<file path="src/rtl/nash_pkg.sv">
// Shared types and sizing helpers for the Nash stream array.
package nash_pkg;

  typedef enum logic [1:0] {
    S_CFG   = 2'd0,
    S_RUN   = 2'd1,
    S_DRAIN = 2'd2
  } nash_state_e;

  function automatic int lane_w(input int lanes);
    return (lanes > 1) ? $clog2(lanes) : 1;
  endfunction

  function automatic int cnt_w(input int depth);
    return $clog2(depth) + 1;
  endfunction

endpackage

</file>
<file path="src/rtl/nash_core.sv">
// One-bit Nash cipher lane: ciphertext selects the red or blue permutation that
// advances the key state; registered output, one cycle latency.
module nash_core #(
  parameter int STATE_WIDTH = 4,
  parameter int MEM_DEPTH   = 8
) (
  input  logic                 clk,
  input  logic                 rst_n,
  input  logic                 config_valid,
  output logic                 config_ready,
  input  logic [MEM_DEPTH-1:0] red_perm,
  input  logic [MEM_DEPTH-1:0] red_inv,
  input  logic [MEM_DEPTH-1:0] blue_perm,
  input  logic [MEM_DEPTH-1:0] blue_inv,
  input  logic                 valid_in,
  input  logic                 data_in,
  output logic                 valid_out,
  output logic                 data_out
);
  localparam int SEL_W = (STATE_WIDTH > 1) ? $clog2(STATE_WIDTH) : 1;

  logic [MEM_DEPTH-1:0]   rp_q, rp_d, ri_q, ri_d, bp_q, bp_d, bi_q, bi_d;
  logic [MEM_DEPTH-1:0]   perm, inv;
  logic [STATE_WIDTH-1:0] s_q, s_d, inv_eff;
  logic [SEL_W-1:0]       sel;
  logic                   c, vout_q, vout_d, dout_q, dout_d;

  always_comb begin
    rp_d    = rp_q;
    ri_d    = ri_q;
    bp_d    = bp_q;
    bi_d    = bi_q;
    s_d     = s_q;
    vout_d  = 1'b0;
    dout_d  = dout_q;
    sel     = '0;
    c       = data_in ^ s_q[0];
    perm    = c ? bp_q : rp_q;
    inv     = c ? bi_q : ri_q;
    // The invert mask is wider than the state; it folds onto it by XOR.
    inv_eff = '0;
    for (int j = 0; j < MEM_DEPTH; j++) inv_eff[j % STATE_WIDTH] ^= inv[j];
    if (config_valid) begin
      rp_d = red_perm;
      ri_d = red_inv;
      bp_d = blue_perm;
      bi_d = blue_inv;
      s_d  = '0;
    end else if (valid_in) begin
      for (int i = 0; i < STATE_WIDTH; i++) begin
        sel    = perm[i*SEL_W +: SEL_W];
        s_d[i] = s_q[sel] ^ inv_eff[i];
      end
      s_d[0] = s_d[0] ^ c;
      vout_d = 1'b1;
      dout_d = c;
    end
  end

  always_ff @(posedge clk or negedge rst_n) begin
    if (!rst_n) begin
      rp_q   <= '0;
      ri_q   <= '0;
      bp_q   <= '0;
      bi_q   <= '0;
      s_q    <= '0;
      vout_q <= 1'b0;
      dout_q <= 1'b0;
    end else begin
      rp_q   <= rp_d;
      ri_q   <= ri_d;
      bp_q   <= bp_d;
      bi_q   <= bi_d;
      s_q    <= s_d;
      vout_q <= vout_d;
      dout_q <= dout_d;
    end
  end

  assign config_ready = !vout_q;
  assign valid_out    = vout_q;
  assign data_out     = dout_q;

endmodule

</file>
<file path="src/rtl/nash_sync_fifo.sv">
// Register-based synchronous FIFO with a combinational head; caller guarantees
// no overflow and no pop when empty.
module nash_sync_fifo #(
  parameter int WIDTH = 4,
  parameter int DEPTH = 4
) (
  input  logic                     clk,
  input  logic                     rst_n,
  input  logic                     push,
  input  logic [WIDTH-1:0]         push_data,
  input  logic                     pop,
  output logic [WIDTH-1:0]         head,
  output logic [$clog2(DEPTH):0]   count
);
  localparam int PTR_W = $clog2(DEPTH);

  logic [WIDTH-1:0] mem_q [DEPTH];
  logic [WIDTH-1:0] mem_d [DEPTH];
  logic [PTR_W-1:0] wptr_q, wptr_d, rptr_q, rptr_d;
  logic [PTR_W:0]   count_q, count_d;

  always_comb begin
    mem_d   = mem_q;
    wptr_d  = wptr_q;
    rptr_d  = rptr_q;
    count_d = count_q;
    if (push) begin
      mem_d[wptr_q] = push_data;
      wptr_d        = wptr_q + 1'b1;
    end
    if (pop) rptr_d = rptr_q + 1'b1;
    case ({push, pop})
      2'b10:   count_d = count_q + 1'b1;
      2'b01:   count_d = count_q - 1'b1;
      default: count_d = count_q;
    endcase
  end

  always_ff @(posedge clk or negedge rst_n) begin
    if (!rst_n) begin
      for (int k = 0; k < DEPTH; k++) mem_q[k] <= '0;
      wptr_q  <= '0;
      rptr_q  <= '0;
      count_q <= '0;
    end else begin
      mem_q   <= mem_d;
      wptr_q  <= wptr_d;
      rptr_q  <= rptr_d;
      count_q <= count_d;
    end
  end

  assign head  = mem_q[rptr_q];
  assign count = count_q;

endmodule

</file>
<file path="src/rtl/nash_stream_array.sv">
// Multi-lane Nash cipher stage with retarded-plaintext whitening, credit-based
// valid/ready flow control and a drain-before-reconfigure FSM.
module nash_stream_array import nash_pkg::*; #(
  parameter  int STATE_WIDTH = 4,
  parameter  int MEM_DEPTH   = 8,
  parameter  int LANES       = 4,
  parameter  int DELAY       = 1,
  parameter  int FIFO_DEPTH  = 4,
  localparam int LANE_W      = lane_w(LANES),
  localparam int FILL_W      = cnt_w(FIFO_DEPTH)
) (
  input  logic                 clk,
  input  logic                 rst_n,
  input  logic [LANES-1:0]     in_data,
  input  logic                 in_valid,
  output logic                 in_ready,
  output logic [LANES-1:0]     out_data,
  output logic                 out_valid,
  input  logic                 out_ready,
  input  logic [LANE_W-1:0]    cfg_lane,
  input  logic [MEM_DEPTH-1:0] cfg_red_perm,
  input  logic [MEM_DEPTH-1:0] cfg_red_inv,
  input  logic [MEM_DEPTH-1:0] cfg_blue_perm,
  input  logic [MEM_DEPTH-1:0] cfg_blue_inv,
  input  logic                 cfg_valid,
  output logic                 cfg_ready,
  output logic [LANES-1:0]     cfg_loaded,
  output logic [1:0]           dbg_fsm,
  output logic [FILL_W-1:0]    dbg_fill
);
  nash_state_e      state_q, state_d;
  logic [LANES-1:0] cfg_loaded_q, cfg_loaded_d;
  logic [LANES-1:0] ret_q [DELAY];
  logic [LANES-1:0] ret_d [DELAY];
  logic [LANES-1:0] lane_hit, core_cfg_ready, core_cfg_valid, core_vout, core_dout;
  logic [LANES-1:0] tap_head;
  logic [FILL_W-1:0] fifo_count, tap_count, fill;
  logic             in_fire, cfg_fire, done;

  // The tap queue holds one entry per beat inside the cores, so its count is the in-flight count.
  assign fill      = fifo_count + tap_count;
  assign in_ready  = (state_q == S_RUN) && (fill < FILL_W'(FIFO_DEPTH));
  assign cfg_ready = (state_q == S_CFG) && (!(|lane_hit) || |(lane_hit & core_cfg_ready));
  assign in_fire   = in_valid && in_ready;
  assign cfg_fire  = cfg_valid && cfg_ready;
  assign done      = core_vout[0];

  for (genvar i = 0; i < LANES; i++) begin : g_lane
    assign lane_hit[i]       = (cfg_lane == LANE_W'(i));
    assign core_cfg_valid[i] = cfg_fire && lane_hit[i];
    nash_core #(.STATE_WIDTH(STATE_WIDTH), .MEM_DEPTH(MEM_DEPTH)) u_core (
      .clk          (clk),
      .rst_n        (rst_n),
      .config_valid (core_cfg_valid[i]),
      .config_ready (core_cfg_ready[i]),
      .red_perm     (cfg_red_perm),
      .red_inv      (cfg_red_inv),
      .blue_perm    (cfg_blue_perm),
      .blue_inv     (cfg_blue_inv),
      .valid_in     (in_fire),
      .data_in      (in_data[i]),
      .valid_out    (core_vout[i]),
      .data_out     (core_dout[i])
    );
  end

  always_comb begin
    state_d      = state_q;
    cfg_loaded_d = cfg_loaded_q;
    ret_d        = ret_q;
    if (in_fire) begin
      ret_d[0] = in_data;
      for (int k = 1; k < DELAY; k++) ret_d[k] = ret_q[k-1];
    end
    if (cfg_fire) cfg_loaded_d = cfg_loaded_q | lane_hit;
    case (state_q)
      S_CFG:   if (&cfg_loaded_q && !cfg_valid) state_d = S_RUN;
      S_RUN:   if (cfg_valid) state_d = S_DRAIN;
      S_DRAIN: if (tap_count == '0 && fifo_count == '0) begin
        state_d = S_CFG;
        for (int k = 0; k < DELAY; k++) ret_d[k] = '0;
      end
      default: state_d = S_CFG;
    endcase
  end

  always_ff @(posedge clk or negedge rst_n) begin
    if (!rst_n) begin
      state_q      <= S_CFG;
      cfg_loaded_q <= '0;
      for (int k = 0; k < DELAY; k++) ret_q[k] <= '0;
    end else begin
      state_q      <= state_d;
      cfg_loaded_q <= cfg_loaded_d;
      ret_q        <= ret_d;
    end
  end

  nash_sync_fifo #(.WIDTH(LANES), .DEPTH(FIFO_DEPTH)) u_tap_q (
    .clk       (clk),
    .rst_n     (rst_n),
    .push      (in_fire),
    .push_data (ret_q[DELAY-1]),
    .pop       (done),
    .head      (tap_head),
    .count     (tap_count)
  );

  // Lanes finish in lockstep; masking by each lane's valid keeps every valid bit in the path.
  nash_sync_fifo #(.WIDTH(LANES), .DEPTH(FIFO_DEPTH)) u_out_q (
    .clk       (clk),
    .rst_n     (rst_n),
    .push      (done),
    .push_data ((core_dout & core_vout) ^ tap_head),
    .pop       (out_valid && out_ready),
    .head      (out_data),
    .count     (fifo_count)
  );

  assign out_valid  = (fifo_count != '0);
  assign cfg_loaded = cfg_loaded_q;
  assign dbg_fsm    = state_q;
  assign dbg_fill   = fill;

endmodule
</file>
<file path="config.mk">
export PLATFORM = sky130hd
export DESIGN_NAME = nash_stream_array
export DESIGN_NICKNAME = d
export VERILOG_FILES = /design/src/rtl/nash_pkg.sv /design/src/rtl/nash_core.sv /design/src/rtl/nash_sync_fifo.sv /design/src/rtl/nash_stream_array.sv
export SDC_FILE = /design/constraint.sdc
export NUM_CORES = 1
export LEC_CHECK = 0
export ABC_CLOCK_PERIOD_IN_PS = 3200
export BUFFER_PORTS_ARGS = -buffer_cell sky130_fd_sc_hd__buf_2
export CELL_PAD_IN_SITES_DETAIL_PLACEMENT = 0
export CELL_PAD_IN_SITES_GLOBAL_PLACEMENT = 1
export CORE_MARGIN = 2
export CORE_UTILIZATION = 50
export CTS_BUF_LIST = sky130_fd_sc_hd__clkbuf_16
export DETAILED_ROUTE_END_ITERATION = 10
export PLACE_DENSITY_LB_ADDON = 0.1
export REMOVE_ABC_BUFFERS = 1
export SLEW_MARGIN = 10
export SYNTH_ARGS = -nofsm -noshare
export SYNTH_HDL_FRONTEND = slang
export SYNTH_HIERARCHICAL = 1
export SYNTH_SLANG_ARGS = --single-unit
</file>
<file path="constraint.sdc">
create_clock -name clk -period 3.2 [get_ports clk]
set_input_delay 0.32 -clock clk [delete_from_list [all_inputs] [get_ports clk]]
set_output_delay 0.32 -clock clk [all_outputs]
set_load 0.01 [all_outputs]
</file>
==> impl_metrics.prom, run 1 <==
# TYPE chip_impl_metric gauge
chip_impl_info{name="status",value="completed"} 1
chip_impl_info{name="worst_hold_path_type",value="input pin to flop"} 1
chip_impl_info{name="path_delay_family",value="simple AND/OR/NAND/NOR gates"} 1
chip_impl_metric{name="die_height",unit="um"} 150
chip_impl_metric{name="cts_buffer_depth",unit=""} 3
chip_impl_info{name="timing_worst_setup_path_type",value="flop to flop"} 1
chip_impl_metric{name="viasPerCell",unit=""} 5.77
chip_impl_metric{name="final_util",unit="%"} 57.3
chip_impl_metric{name="clock-sinks",unit=""} 208
chip_impl_metric{name="first_iter_violations",unit=""} 390
chip_impl_metric{name="hold_viol_final",unit=""} 0
chip_impl_metric{name="post-dp-hpwl",unit="mm"} 17.4
chip_impl_metric{name="skew",unit="ns"} 0.00560
chip_impl_metric{name="maxCapViolCount",unit=""} 0
chip_impl_metric{name="grt_first_pass_wirelength",unit="mm"} 39.3
chip_impl_metric{name="ys_ff_latch",unit=""} 208
chip_impl_metric{name="rows",unit=""} 53
chip_impl_metric{name="final_worst_path_period_share",unit="%"} 85.3
chip_impl_info{name="synth_area_leader_cell",value="dfrtp_1"} 1
chip_impl_metric{name="timing.critical_path.slowest_cell_delay",unit="ns"} 0.44
chip_impl_metric{name="die_width",unit="um"} 150
chip_impl_metric{name="required",unit="ns"} 3.59
chip_impl_metric{name="start_util",unit="%"} 50.7
chip_impl_metric{name="total_leakage_power",unit="nW"} 5.34
chip_impl_metric{name="power.combinational.fraction",unit="%"} 39.3
chip_impl_metric{name="ios",unit=""} 59
chip_impl_metric{name="synthesis.area_per_instance",unit="sq um"} 12.5
chip_impl_metric{name="synthDominantCellAreaShare",unit="%"} 49.1
chip_impl_info{name="timing.critical_path.to_type",value="flop"} 1
chip_impl_info{name="crit-reg2reg-capture",value="g_lane[3].u_core/data_out"} 1
chip_impl_info{name="cell_chain_critical_path",value="ha_1 > fa_1 > xor3_1 > nand4bb_1 > inv_1 > buf_4 > nor2b_1 > mux2_2"} 1
chip_impl_metric{name="timing_max_transition_violations_final",unit=""} 0
chip_impl_metric{name="synthAdderAreaFrac",unit="%"} 1.87
chip_impl_metric{name="wirelength",unit="mm"} 24.1
chip_impl_metric{name="insertedDiodeCount",unit=""} 0
chip_impl_metric{name="htreeDepth",unit=""} 1
chip_impl_metric{name="power.net_switching",unit="mW"} 4.38
chip_impl_metric{name="post_synthesis_compound_gate_area_fraction",unit="%"} 7.89
chip_impl_metric{name="postCtsResizedCells",unit=""} 0
chip_impl_metric{name="fin_area",unit="sq mm"} 0.0120
chip_impl_metric{name="worst_ir_drop_vdd",unit="mV"} 0.523
chip_impl_metric{name="place.port_buffers",unit=""} 58
chip_impl_metric{name="core_area",unit="sq mm"} 0.0209
chip_impl_metric{name="dieArea",unit="sq mm"} 0.0224
chip_impl_metric{name="pin_count_of_the_biggest_net_entering_global_routing",unit=""} 77
chip_impl_info{name="cts_tree",value="done"} 1
chip_impl_metric{name="totalNegativeSetupSlack",unit="ns"} 0
chip_impl_metric{name="worst_hold_slack",unit="ns"} 0.0932
chip_impl_metric{name="firstDrtPassIters",unit=""} 5
chip_impl_metric{name="synth.area.mux_share",unit="%"} 26.3
chip_impl_metric{name="post-cts-setup-buffers",unit=""} 0
chip_impl_metric{name="setup.reg_to_reg.worst_slack",unit="ns"} 0.47
chip_impl_metric{name="placedInstanceArea",unit="sq mm"} 0.0112
chip_impl_metric{name="synthXorXnorAreaFrac",unit="%"} 4.80
chip_impl_metric{name="synth-warning-count",unit=""} 6
chip_impl_metric{name="area_growth_syn_to_layout",unit="%"} 12.9
chip_impl_metric{name="synth.cell_area",unit="sq mm"} 0.0106
chip_impl_metric{name="yosys.area_share.simple",unit="%"} 6.99
chip_impl_metric{name="seqPwrFrac",unit="%"} 39.8
chip_impl_metric{name="number_of_antenna_violations_at_the_first_check_in_global_routing",unit=""} 0
chip_impl_metric{name="cp_data_arrival_time",unit="ns"} 3.12
chip_impl_metric{name="timing.final.setup_violations",unit=""} 0
chip_impl_metric{name="crit_fanout",unit=""} 15
chip_impl_metric{name="final_weighted_congestion_in_routability_driven_placement",unit=""} 0.812
chip_impl_info{name="clock-root-buffer",value="clkbuf_16"} 1
chip_impl_metric{name="wl_per_cell",unit="um"} 20.0
chip_impl_info{name="ys_top_cells_by_area",value="dfrtp_1, mux2_2, mux2i_1"} 1
chip_impl_metric{name="grt_remaining_overflow",unit=""} 0
chip_impl_metric{name="p_sw_share",unit="%"} 35.4
chip_impl_metric{name="fraction_of_final_layout_cells_with_drive_strength_greater_than_1",unit="%"} 33.5
chip_impl_info{name="cp-start-kind",value="flop"} 1
chip_impl_metric{name="postSynthCellCount",unit=""} 851
chip_impl_info{name="min_delay_worst_endpoint",value="g_lane[1].u_core/bi_q[4]"} 1
chip_impl_info{name="critical_path.reg2reg.startpoint",value="u_out_q/count[0]"} 1
chip_impl_metric{name="seq_area_frac_synth",unit="%"} 49.1
chip_impl_metric{name="drc_viols",unit=""} 0
chip_impl_info{name="worst_path_max_delay_cell",value="dfrtp_1"} 1
chip_impl_info{name="dominant_combinational_cell_family_by_area_after_synthesis",value="multiplexers"} 1
chip_impl_metric{name="antenna_left",unit=""} 0
chip_impl_info{name="grt_setup_unrepaired",value="no"} 1
chip_impl_metric{name="dr_total_vias",unit=""} 6948
chip_impl_metric{name="clk-insertion-delay-late",unit="ns"} 0.51
chip_impl_metric{name="power.internal",unit="mW"} 7.98
chip_impl_metric{name="worstHoldPathCells",unit=""} 2
chip_impl_metric{name="finish.net_count",unit=""} 971
chip_impl_metric{name="worst_setup_hold_path_clk_slew",unit="ns"} 0.06
chip_impl_metric{name="share_clk_of_total_power",unit="%"} 20.9
chip_impl_metric{name="vias_in_the_first_global_route",unit=""} 7251
chip_impl_metric{name="timing.final.crit_period",unit="ns"} 2.73
chip_impl_metric{name="tightestPinTransition",unit="ns"} 0.614
chip_impl_metric{name="cp_num_buf_inv",unit=""} 2
chip_impl_metric{name="max_slew_margin",unit="%"} 59.0
chip_impl_metric{name="fmaxAchievable",unit="MHz"} 366
chip_impl_metric{name="cts-hold-fix-buffers",unit=""} 2
chip_impl_metric{name="grtUsageTotal",unit="%"} 22.4
chip_impl_info{name="timing.hold.worst.start",value="cfg_blue_inv[4]"} 1
chip_impl_metric{name="worstRegToRegCells",unit=""} 8
chip_impl_metric{name="synth_cell_types",unit=""} 42
chip_impl_metric{name="tritoncts.num_buffers",unit=""} 24
chip_impl_metric{name="pwr_density_cell",unit="mW/mm^2"} 1030
state kept, by name (all words and copies together) (netlist names), 3 cells and up:
name                     count
g_lane.u_core/bi_q          32
g_lane.u_core/bp_q          32
g_lane.u_core/ri_q          32
g_lane.u_core/rp_q          32
g_lane.u_core/s_q           16
u_out_q/mem_q               16
u_tap_q/mem_q               16
cfg_loaded                   4
g_lane.u_core/data_out       4
g_lane.u_core/valid_out      4
ret_q                        4
u_out_q/count                3
u_tap_q/count                3
worst max-delay path by stage:
stage / cells after the start / start / slack, ns / end
3_5_place_dp: 8 / u_out_q/count[0] / 0.45 / g_lane[3].u_core/data_out
3_3_place_gp: 8 / u_out_q/count[0] / 0.55 / g_lane[3].u_core/data_out
2_1_floorplan: 4 / dbg_fsm[0] / -1.06 / g_lane[1].u_core/data_out
5_1_grt: 8 / u_out_q/count[0] / 0.31 / g_lane[3].u_core/data_out
6_report: 8 / u_out_q/count[0] / 0.47 / g_lane[3].u_core/data_out
4_1_cts: 8 / u_out_q/count[0] / 0.46 / g_lane[3].u_core/data_out
metrics by stage:
step           total power, mW  worst slack [ns]  cells
2_1_floorplan             8.35             -1.06    810
3_3_place_gp              9.54             0.550   1161
3_5_place_dp              9.83             0.451   1161
4_1_cts                   12.5             0.457   1204
5_1_grt                   13.2             0.311   1204
6_report                  12.4             0.471   1204
metal layers:
metal	share of wire, %	GRT usage [%]
met1	44	30.3
met4	1.7	4.48
met2	51	38.7
met3	3.4	3.05
met5	0	0
cell type report:
cell class | instances | area (sq um)
fillers | 1756 | 8920
repair buffers | 78 | 504
clock inverters | 16 | 116
multi-input cells | 579 | 5080
clock buffers | 25 | 626
well taps | 275 | 344
inverters | 23 | 86.3
flip-flops and latches | 208 | 5200
cells in the final DEF, fill, tap and decap left out, types with 23 or more instances in the layout:
master,instances
mux2i_1,52
dfrtp_1,208
inv_1,28
buf_2,57
clkbuf_16,25
o21ai_0,40
mux2_2,173
nor2_1,51
nand2_1,23
xor2_1,27
nor2b_1,36
synthesized netlist by cell type:
cell       instances
nand2_1           23
o211ai_1          16
and3_1             2
buf_4              6
and2_1             1
a32o_1            16
nor3b_1            2
xor2_1            27
a21oi_1           12
nor3_1             3
mux2_4             8
clkbuf_1          20
fa_1               3
dfrtp_1          208
nand4bb_1          1
mux2_2           173
nand3b_1           1
nand4_1           16
nor2b_1           36
a211o_1           16
buf_2              5
clkbuf_2           4
or3_1              1
or4_1              1
nor2_1            51
mux2i_1           52
or3b_2             1
a31oi_1           16
xnor2_1           21
buf_6              6
inv_1             23
or2_2              6
or4b_1             1
xor2_2             4
o21ai_0           40
mux4_2             9
ha_1              11
a31o_2             2
o21ai_1            4
o41ai_1            1
a41oi_1            1
xor3_1             1
cells by family (layout without fill, tap and decap cells):
logic type | after synthesis | count (layout)
adder cells (fa/ha/maj) | 14 | 14
buffers and inverters | 64 | 142
flip-flops | 208 | 208
AO/OA/AOI/OAI | 124 | 124
XOR/XNOR | 53 | 53
multiplexers | 242 | 242
AND/OR/NAND/NOR | 146 | 146
power groups by stage:
stage               sequential, mW  clock, mW  combinational [mW]
global route                  5.10       2.78                5.36
global placement              4.85          0                4.69
CTS                           4.92       2.65                4.90
finish                        4.91       2.59                4.86
detailed placement            4.96          0                4.87
floorplan                     4.63          0                3.73
(Power assumes the default switching activity.)
==> run 2, diff against run 1 <==
Settings changed: CORE_MARGIN 2 to 3.
==> impl_metrics.prom, run 2 (same netlist as run 1, synthesis figures left out) <==
# TYPE chip_impl_metric gauge
chip_impl_metric{name="worst_setup_hold_path_clk_slew",unit="ns"} 0.06
chip_impl_metric{name="insertedDiodeCount",unit=""} 0
chip_impl_metric{name="fraction_of_final_layout_cells_with_drive_strength_greater_than_1",unit="%"} 33.4
chip_impl_metric{name="totalNegativeSetupSlack",unit="ns"} 0
chip_impl_metric{name="skew",unit="ns"} 0.00779
chip_impl_metric{name="first_iter_violations",unit=""} 345
chip_impl_metric{name="timing.final.setup_violations",unit=""} 0
chip_impl_metric{name="die_width",unit="um"} 152
chip_impl_info{name="clock-root-buffer",value="clkbuf_16"} 1
chip_impl_metric{name="multi_input_area",unit="sq mm"} 0.00508
chip_impl_info{name="grt_setup_unrepaired",value="no"} 1
chip_impl_info{name="cts_tree",value="done"} 1
chip_impl_metric{name="start_util",unit="%"} 51.6
chip_impl_metric{name="pin_count_of_the_biggest_net_entering_global_routing",unit=""} 92
chip_impl_metric{name="setup_ws",unit="ns"} 0.504
chip_impl_metric{name="area_growth_syn_to_layout",unit="%"} 11.9
chip_impl_info{name="most_frequent_standard_cell_in_the_layout_excluding_fill_and_tap_cells",value="dfrtp_1"} 1
chip_impl_metric{name="wirelength",unit="mm"} 23.9
chip_impl_metric{name="grtUsageTotal",unit="%"} 21.1
chip_impl_metric{name="grt_first_pass_wirelength",unit="mm"} 38.2
chip_impl_metric{name="required",unit="ns"} 3.62
chip_impl_metric{name="wl_per_cell",unit="um"} 19.9
chip_impl_metric{name="max_slew_margin",unit="%"} 47.4
chip_impl_metric{name="dieArea",unit="sq mm"} 0.0230
chip_impl_metric{name="fmaxAchievable",unit="MHz"} 371
chip_impl_metric{name="crit_fanout",unit=""} 5
chip_impl_metric{name="antenna_left",unit=""} 0
chip_impl_info{name="timing.hold.worst.start",value="cfg_red_inv[3]"} 1
chip_impl_metric{name="final_worst_path_period_share",unit="%"} 84.2
chip_impl_metric{name="rows",unit=""} 52
chip_impl_metric{name="htreeDepth",unit=""} 1
chip_impl_info{name="top_library_cells_by_usage_in_the_layout_fill_and_taps_aside",value="dfrtp_1, mux2_2, buf_2"} 1
chip_impl_metric{name="postCtsResizedCells",unit=""} 0
chip_impl_info{name="status",value="completed"} 1
chip_impl_metric{name="number_of_antenna_violations_at_the_first_check_in_global_routing",unit=""} 0
chip_impl_metric{name="ios",unit=""} 59
chip_impl_metric{name="place.port_buffers",unit=""} 58
chip_impl_info{name="start_point_of_the_critical_path",value="u_out_q/count[0]"} 1
chip_impl_metric{name="firstDrtPassIters",unit=""} 5
chip_impl_metric{name="maxCapViolCount",unit=""} 0
chip_impl_metric{name="timing.final.crit_period",unit="ns"} 2.70
chip_impl_metric{name="tritoncts.num_buffers",unit=""} 22
chip_impl_info{name="timing.critical_path.to_type",value="flop"} 1
chip_impl_metric{name="post-dp-hpwl",unit="mm"} 17.4
chip_impl_metric{name="pwr_density_cell",unit="mW/mm^2"} 1010
chip_impl_metric{name="core_area",unit="sq mm"} 0.0206
chip_impl_metric{name="cp_data_arrival_time",unit="ns"} 3.12
chip_impl_metric{name="cts-hold-fix-buffers",unit=""} 2
chip_impl_metric{name="timing_max_transition_violations_final",unit=""} 0
chip_impl_info{name="worst_hold_path_type",value="input pin to flop"} 1
chip_impl_metric{name="grt_remaining_overflow",unit=""} 0
chip_impl_metric{name="clk-insertion-delay-late",unit="ns"} 0.50
chip_impl_metric{name="tightestPinTransition",unit="ns"} 0.789
chip_impl_info{name="critical_path.reg2reg.startpoint",value="u_out_q/count[0]"} 1
chip_impl_metric{name="die_height",unit="um"} 152
chip_impl_metric{name="worst_ir_drop_vdd",unit="mV"} 0.507
chip_impl_metric{name="n_fill_cell",unit=""} 1724
chip_impl_metric{name="final-seq-area",unit="sq mm"} 0.00520
chip_impl_metric{name="hold_viol_final",unit=""} 0
chip_impl_info{name="cp-start-kind",value="flop"} 1
chip_impl_metric{name="total_leakage_power",unit="nW"} 5.30
chip_impl_metric{name="clock-sinks",unit=""} 208
chip_impl_metric{name="viasPerCell",unit=""} 5.76
chip_impl_metric{name="drc_viols",unit=""} 0
chip_impl_metric{name="post-cts-setup-buffers",unit=""} 0
chip_impl_metric{name="final_weighted_congestion_in_routability_driven_placement",unit=""} 0.803
chip_impl_metric{name="dr_total_vias",unit=""} 6908
chip_impl_info{name="timing_worst_setup_path_type",value="flop to flop"} 1
chip_impl_metric{name="pre_cts_ws",unit="ns"} 0.526
chip_impl_metric{name="finish.net_count",unit=""} 971
chip_impl_metric{name="cts_buffer_depth",unit=""} 3
chip_impl_metric{name="vias_in_the_first_global_route",unit=""} 7271
## run 2: where the power goes
part	internal, mW	switching (mW)
Clock	1.29	0.998
Sequential	3.83	1.07
Combinational	2.59	2.25
Total	7.70	4.31
## run 2: layout make-up
class | instances | share of cell area (%)
flip-flops and latches | 208 | 43.9
multi-input cells | 579 | 42.9
repair buffers | 80 | 4.27
clock buffers | 23 | 4.85
inverters | 23 | 0.728
well taps | 270 | 2.85
clock inverters | 16 | 0.549
## run 2: stage by stage
stage / instances / power, mW / hold WS (ns) / area, sq um / utilization, %
2_1_floorplan: 810 / 8.35 / 0.0244 / 10400 / -
3_3_place_gp: 1158 / 9.53 / 0.439 / 11200 / 54.5
3_5_place_dp: 1158 / 9.79 / 0.452 / 11200 / 54.5
4_1_cts: 1199 / 12.1 / 0.0758 / 11900 / 57.7
5_1_grt: 1199 / 12.9 / 0.0884 / 11900 / 57.7
6_report: 1199 / 12.0 / 0.101 / 11900 / 57.7
## run 2: final timing paths
| check | to | cells after the start | slack, ns |
|---|---|---|---|
| max | u_tap_q/count[2] | 12 | 0.50 |
| min | g_lane[1].u_core/ri_q[3] | 2 | 0.10 |
| max reg2reg | u_tap_q/count[2] | 12 | 0.50 |
| min reg2reg | u_out_q/mem_q[2] | 1 | 0.50 |
| max in group asynchronous | g_lane[2].u_core/bp_q[7] | 3 | 1.94 |
| min in group asynchronous | u_out_q/mem_q[8] | 2 | 0.47 |
## run 2: metal layers
layer	vias up	GRT usage, %	share of wire [%]
li1	3199	-	-
met1	3546	27.2	44
met2	130	37.4	50
met3	33	3.48	3.9
met4	0	5.26	2.1
met5	-	0	0
## run 2: worst max-delay path: stages (launching register included)
cell and delay, ns:
dfrtp_1 0.44, ha_1 0.24, fa_1 0.37, xor3_1 0.25, nand4bb_1 0.18, inv_1 0.07, inv_1 0.06, ha_1 0.17
inv_1 0.06, fa_1 0.37, xor2_1 0.15, nor2_1 0.11, xor2_1 0.14
==> run 3, diff against run 2 <==
Settings changed: ABC_CLOCK_PERIOD_IN_PS 3200 to 2340, CORE_UTILIZATION 50 to 46.
Clock period 3.2 ns to 2.34 ns, I/O delays scaled along.
==> impl_metrics.prom, run 3 (same netlist as run 1, synthesis figures left out) <==
# TYPE chip_impl_metric gauge
chip_impl_metric{name="die_width",unit="um"} 158
chip_impl_metric{name="drc_viols",unit=""} 0
chip_impl_metric{name="wl_per_cell",unit="um"} 20.5
chip_impl_metric{name="share_clk_of_total_power",unit="%"} 22.3
chip_impl_metric{name="seqPwrFrac",unit="%"} 37.4
chip_impl_metric{name="tightestPinTransition",unit="ns"} 0.654
chip_impl_metric{name="core_area",unit="sq mm"} 0.0222
chip_impl_metric{name="ios",unit=""} 59
chip_impl_metric{name="vias_in_the_first_global_route",unit=""} 7509
chip_impl_metric{name="final_weighted_congestion_in_routability_driven_placement",unit=""} 0.815
chip_impl_metric{name="maxCapViolCount",unit=""} 0
chip_impl_info{name="cts_tree",value="done"} 1
chip_impl_metric{name="tritoncts.num_buffers",unit=""} 24
chip_impl_metric{name="htreeDepth",unit=""} 1
chip_impl_metric{name="rows",unit=""} 54
chip_impl_metric{name="pre_cts_ws",unit="ns"} -0.218
chip_impl_metric{name="pin_count_of_the_biggest_net_entering_global_routing",unit=""} 72
chip_impl_metric{name="number_of_antenna_violations_at_the_first_check_in_global_routing",unit=""} 0
chip_impl_metric{name="die_height",unit="um"} 158
chip_impl_metric{name="placedInstanceArea",unit="sq mm"} 0.0114
chip_impl_metric{name="power.net_switching",unit="mW"} 6.17
chip_impl_metric{name="first_iter_violations",unit=""} 314
chip_impl_info{name="timing.critical_path.to_type",value="flop"} 1
chip_impl_metric{name="worst_ir_drop_vdd",unit="mV"} 0.682
chip_impl_metric{name="place.port_buffers",unit=""} 58
chip_impl_info{name="clock-root-buffer",value="clkbuf_16"} 1
chip_impl_metric{name="timing.final.crit_period",unit="ns"} 2.45
chip_impl_metric{name="total_leakage_power",unit="nW"} 5.55
chip_impl_metric{name="hold_viol_final",unit=""} 0
chip_impl_metric{name="crit_fanout",unit=""} 2
chip_impl_metric{name="dr_total_vias",unit=""} 7024
chip_impl_metric{name="fmaxAchievable",unit="MHz"} 407
chip_impl_metric{name="required",unit="ns"} 2.76
chip_impl_metric{name="final-seq-area",unit="sq mm"} 0.00520
chip_impl_metric{name="pwr_density_cell",unit="mW/mm^2"} 1430
chip_impl_metric{name="dieArea",unit="sq mm"} 0.0249
chip_impl_info{name="top_library_cells_by_usage_in_the_layout_fill_and_taps_aside",value="dfrtp_1, mux2_2, buf_2"} 1
chip_impl_info{name="worst_hold_path_type",value="input pin to flop"} 1
chip_impl_metric{name="finish.net_count",unit=""} 999
chip_impl_metric{name="wirelength",unit="mm"} 25.4
chip_impl_metric{name="clock-sinks",unit=""} 208
chip_impl_metric{name="fraction_of_final_layout_cells_with_drive_strength_greater_than_1",unit="%"} 36.4
chip_impl_metric{name="clk-insertion-delay-late",unit="ns"} 0.52
chip_impl_metric{name="firstDrtPassIters",unit=""} 5
chip_impl_metric{name="post-dp-hpwl",unit="mm"} 18.4
chip_impl_metric{name="grt_remaining_overflow",unit=""} 0
chip_impl_metric{name="cts_buffer_depth",unit=""} 3
chip_impl_metric{name="post-layout-total-power",unit="mW"} 17.7
chip_impl_metric{name="max_slew_margin",unit="%"} 56.4
chip_impl_metric{name="cp_data_arrival_time",unit="ns"} 2.88
chip_impl_metric{name="multi_input_area",unit="sq mm"} 0.00512
chip_impl_metric{name="fin_area",unit="sq mm"} 0.0124
chip_impl_info{name="grt_setup_unrepaired",value="yes"} 1
chip_impl_metric{name="timing_max_transition_violations_final",unit=""} 0
chip_impl_info{name="most_frequent_standard_cell_in_the_layout_excluding_fill_and_tap_cells",value="dfrtp_1"} 1
chip_impl_metric{name="grt_first_pass_wirelength",unit="mm"} 41.0
chip_impl_metric{name="skew",unit="ns"} 0.0186
chip_impl_metric{name="timing.final.setup_violations",unit=""} 6
chip_impl_metric{name="viasPerCell",unit=""} 5.66
chip_impl_metric{name="start_util",unit="%"} 47.7
chip_impl_metric{name="power.internal",unit="mW"} 11.6
chip_impl_info{name="cp-start-kind",value="flop"} 1
chip_impl_metric{name="worst_setup_hold_path_clk_slew",unit="ns"} 0.06
chip_impl_metric{name="grtUsageTotal",unit="%"} 20.9
chip_impl_metric{name="final_worst_path_period_share",unit="%"} 105
chip_impl_info{name="timing_worst_setup_path_type",value="flop to flop"} 1
chip_impl_metric{name="power.combinational.fraction",unit="%"} 40.3
chip_impl_metric{name="setup_ws",unit="ns"} -0.115
chip_impl_metric{name="antenna_left",unit=""} 0
chip_impl_metric{name="p_sw_share",unit="%"} 34.8
chip_impl_metric{name="n_fill_cell",unit=""} 1840
chip_impl_metric{name="insertedDiodeCount",unit=""} 0
chip_impl_info{name="status",value="finished with violations"} 1
chip_impl_info{name="violations_in_the_final_reports",value="setup timing"} 1
chip_impl_metric{name="area_growth_syn_to_layout",unit="%"} 17.1
-- run 3: path summary, 6_finish.rpt --
path	slack [ns]	depth (start not counted)	to	from
hold reg to reg	0.50	1	cfg_loaded[1]	cfg_loaded[1]
setup / recovery	-0.11	12	u_tap_q/count[2]	u_tap_q/count[0]
min in group asynchronous	0.31	2	u_out_q/wptr_q[0]	rst_n
max in group asynchronous	1.24	3	g_lane[1].u_core/rp_q[7]	rst_n
hold / removal	0.02	2	g_lane[2].u_core/ri_q[4]	cfg_red_inv[4]
setup reg to reg	-0.11	12	u_tap_q/count[2]	u_tap_q/count[0]
-- run 3: power groups by stage --
| stage | Combinational (mW) | Clock, mW | Sequential, mW |
|---|---|---|---|
| final | 7.15 | 3.96 | 6.62 |
| after global routing | 7.91 | 4.21 | 6.87 |
| after CTS | 7.14 | 4.06 | 6.63 |
| after detailed placement | 7.06 | 0 | 6.69 |
| after global placement | 6.82 | 0 | 6.57 |
| after floorplan | 5.10 | 0 | 6.32 |
-- run 3: per-stage QoR --
stage,util (%),hold slack (ns),setup TNS [ns],instances
floorplan,-,-0.0616,-148.06,810
global placement,51.3,0.300,-0.220,1183
detailed placement,51.3,0.309,-0.602,1183
CTS,55.7,0.000382,-0.134,1237
global route,55.8,0.00347,-1.97,1240
finish,55.8,0.0189,-0.244,1240
-- run 3: critical path, cell delays in order, from the launching register on --
cell	delay [ns]
dfrtp_1	0.38
ha_2	0.19
fa_2	0.33
xor3_1	0.23
nand4bb_1	0.16
inv_1	0.07
inv_1	0.06
ha_2	0.18
inv_2	0.04
fa_2	0.33
xor2_1	0.14
nor2_1	0.11
xor2_1	0.16
-- run 3: metal layers --
metal  vias up  global-route usage (%)  wire [um]
met4         0                    6.12        571
li1       3263                       -          -
met1      3583                    27.3      11200
met2       139                    36.2      12900
met5         -                       0          0
met3        39                    2.90        774
-- run 3: cell type report --
class | instances | area share [%]
clock buffer | 25 | 5.04
clock inverter | 19 | 1.74
inverter | 23 | 0.695
multi-input combinational | 579 | 41.2
sequential | 208 | 41.9
tap | 280 | 2.82
timing repair buffer | 106 | 6.55
-- run 3: timing repair --
item                                    4_1_cts  5_1_grt
hold buffers                                 10        0
setup buffers                                 1        3
resized for setup                             7        6
pin swaps                                     4        3
endpoints found under the hold margin        89        0
endpoints found under the setup margin       22       41
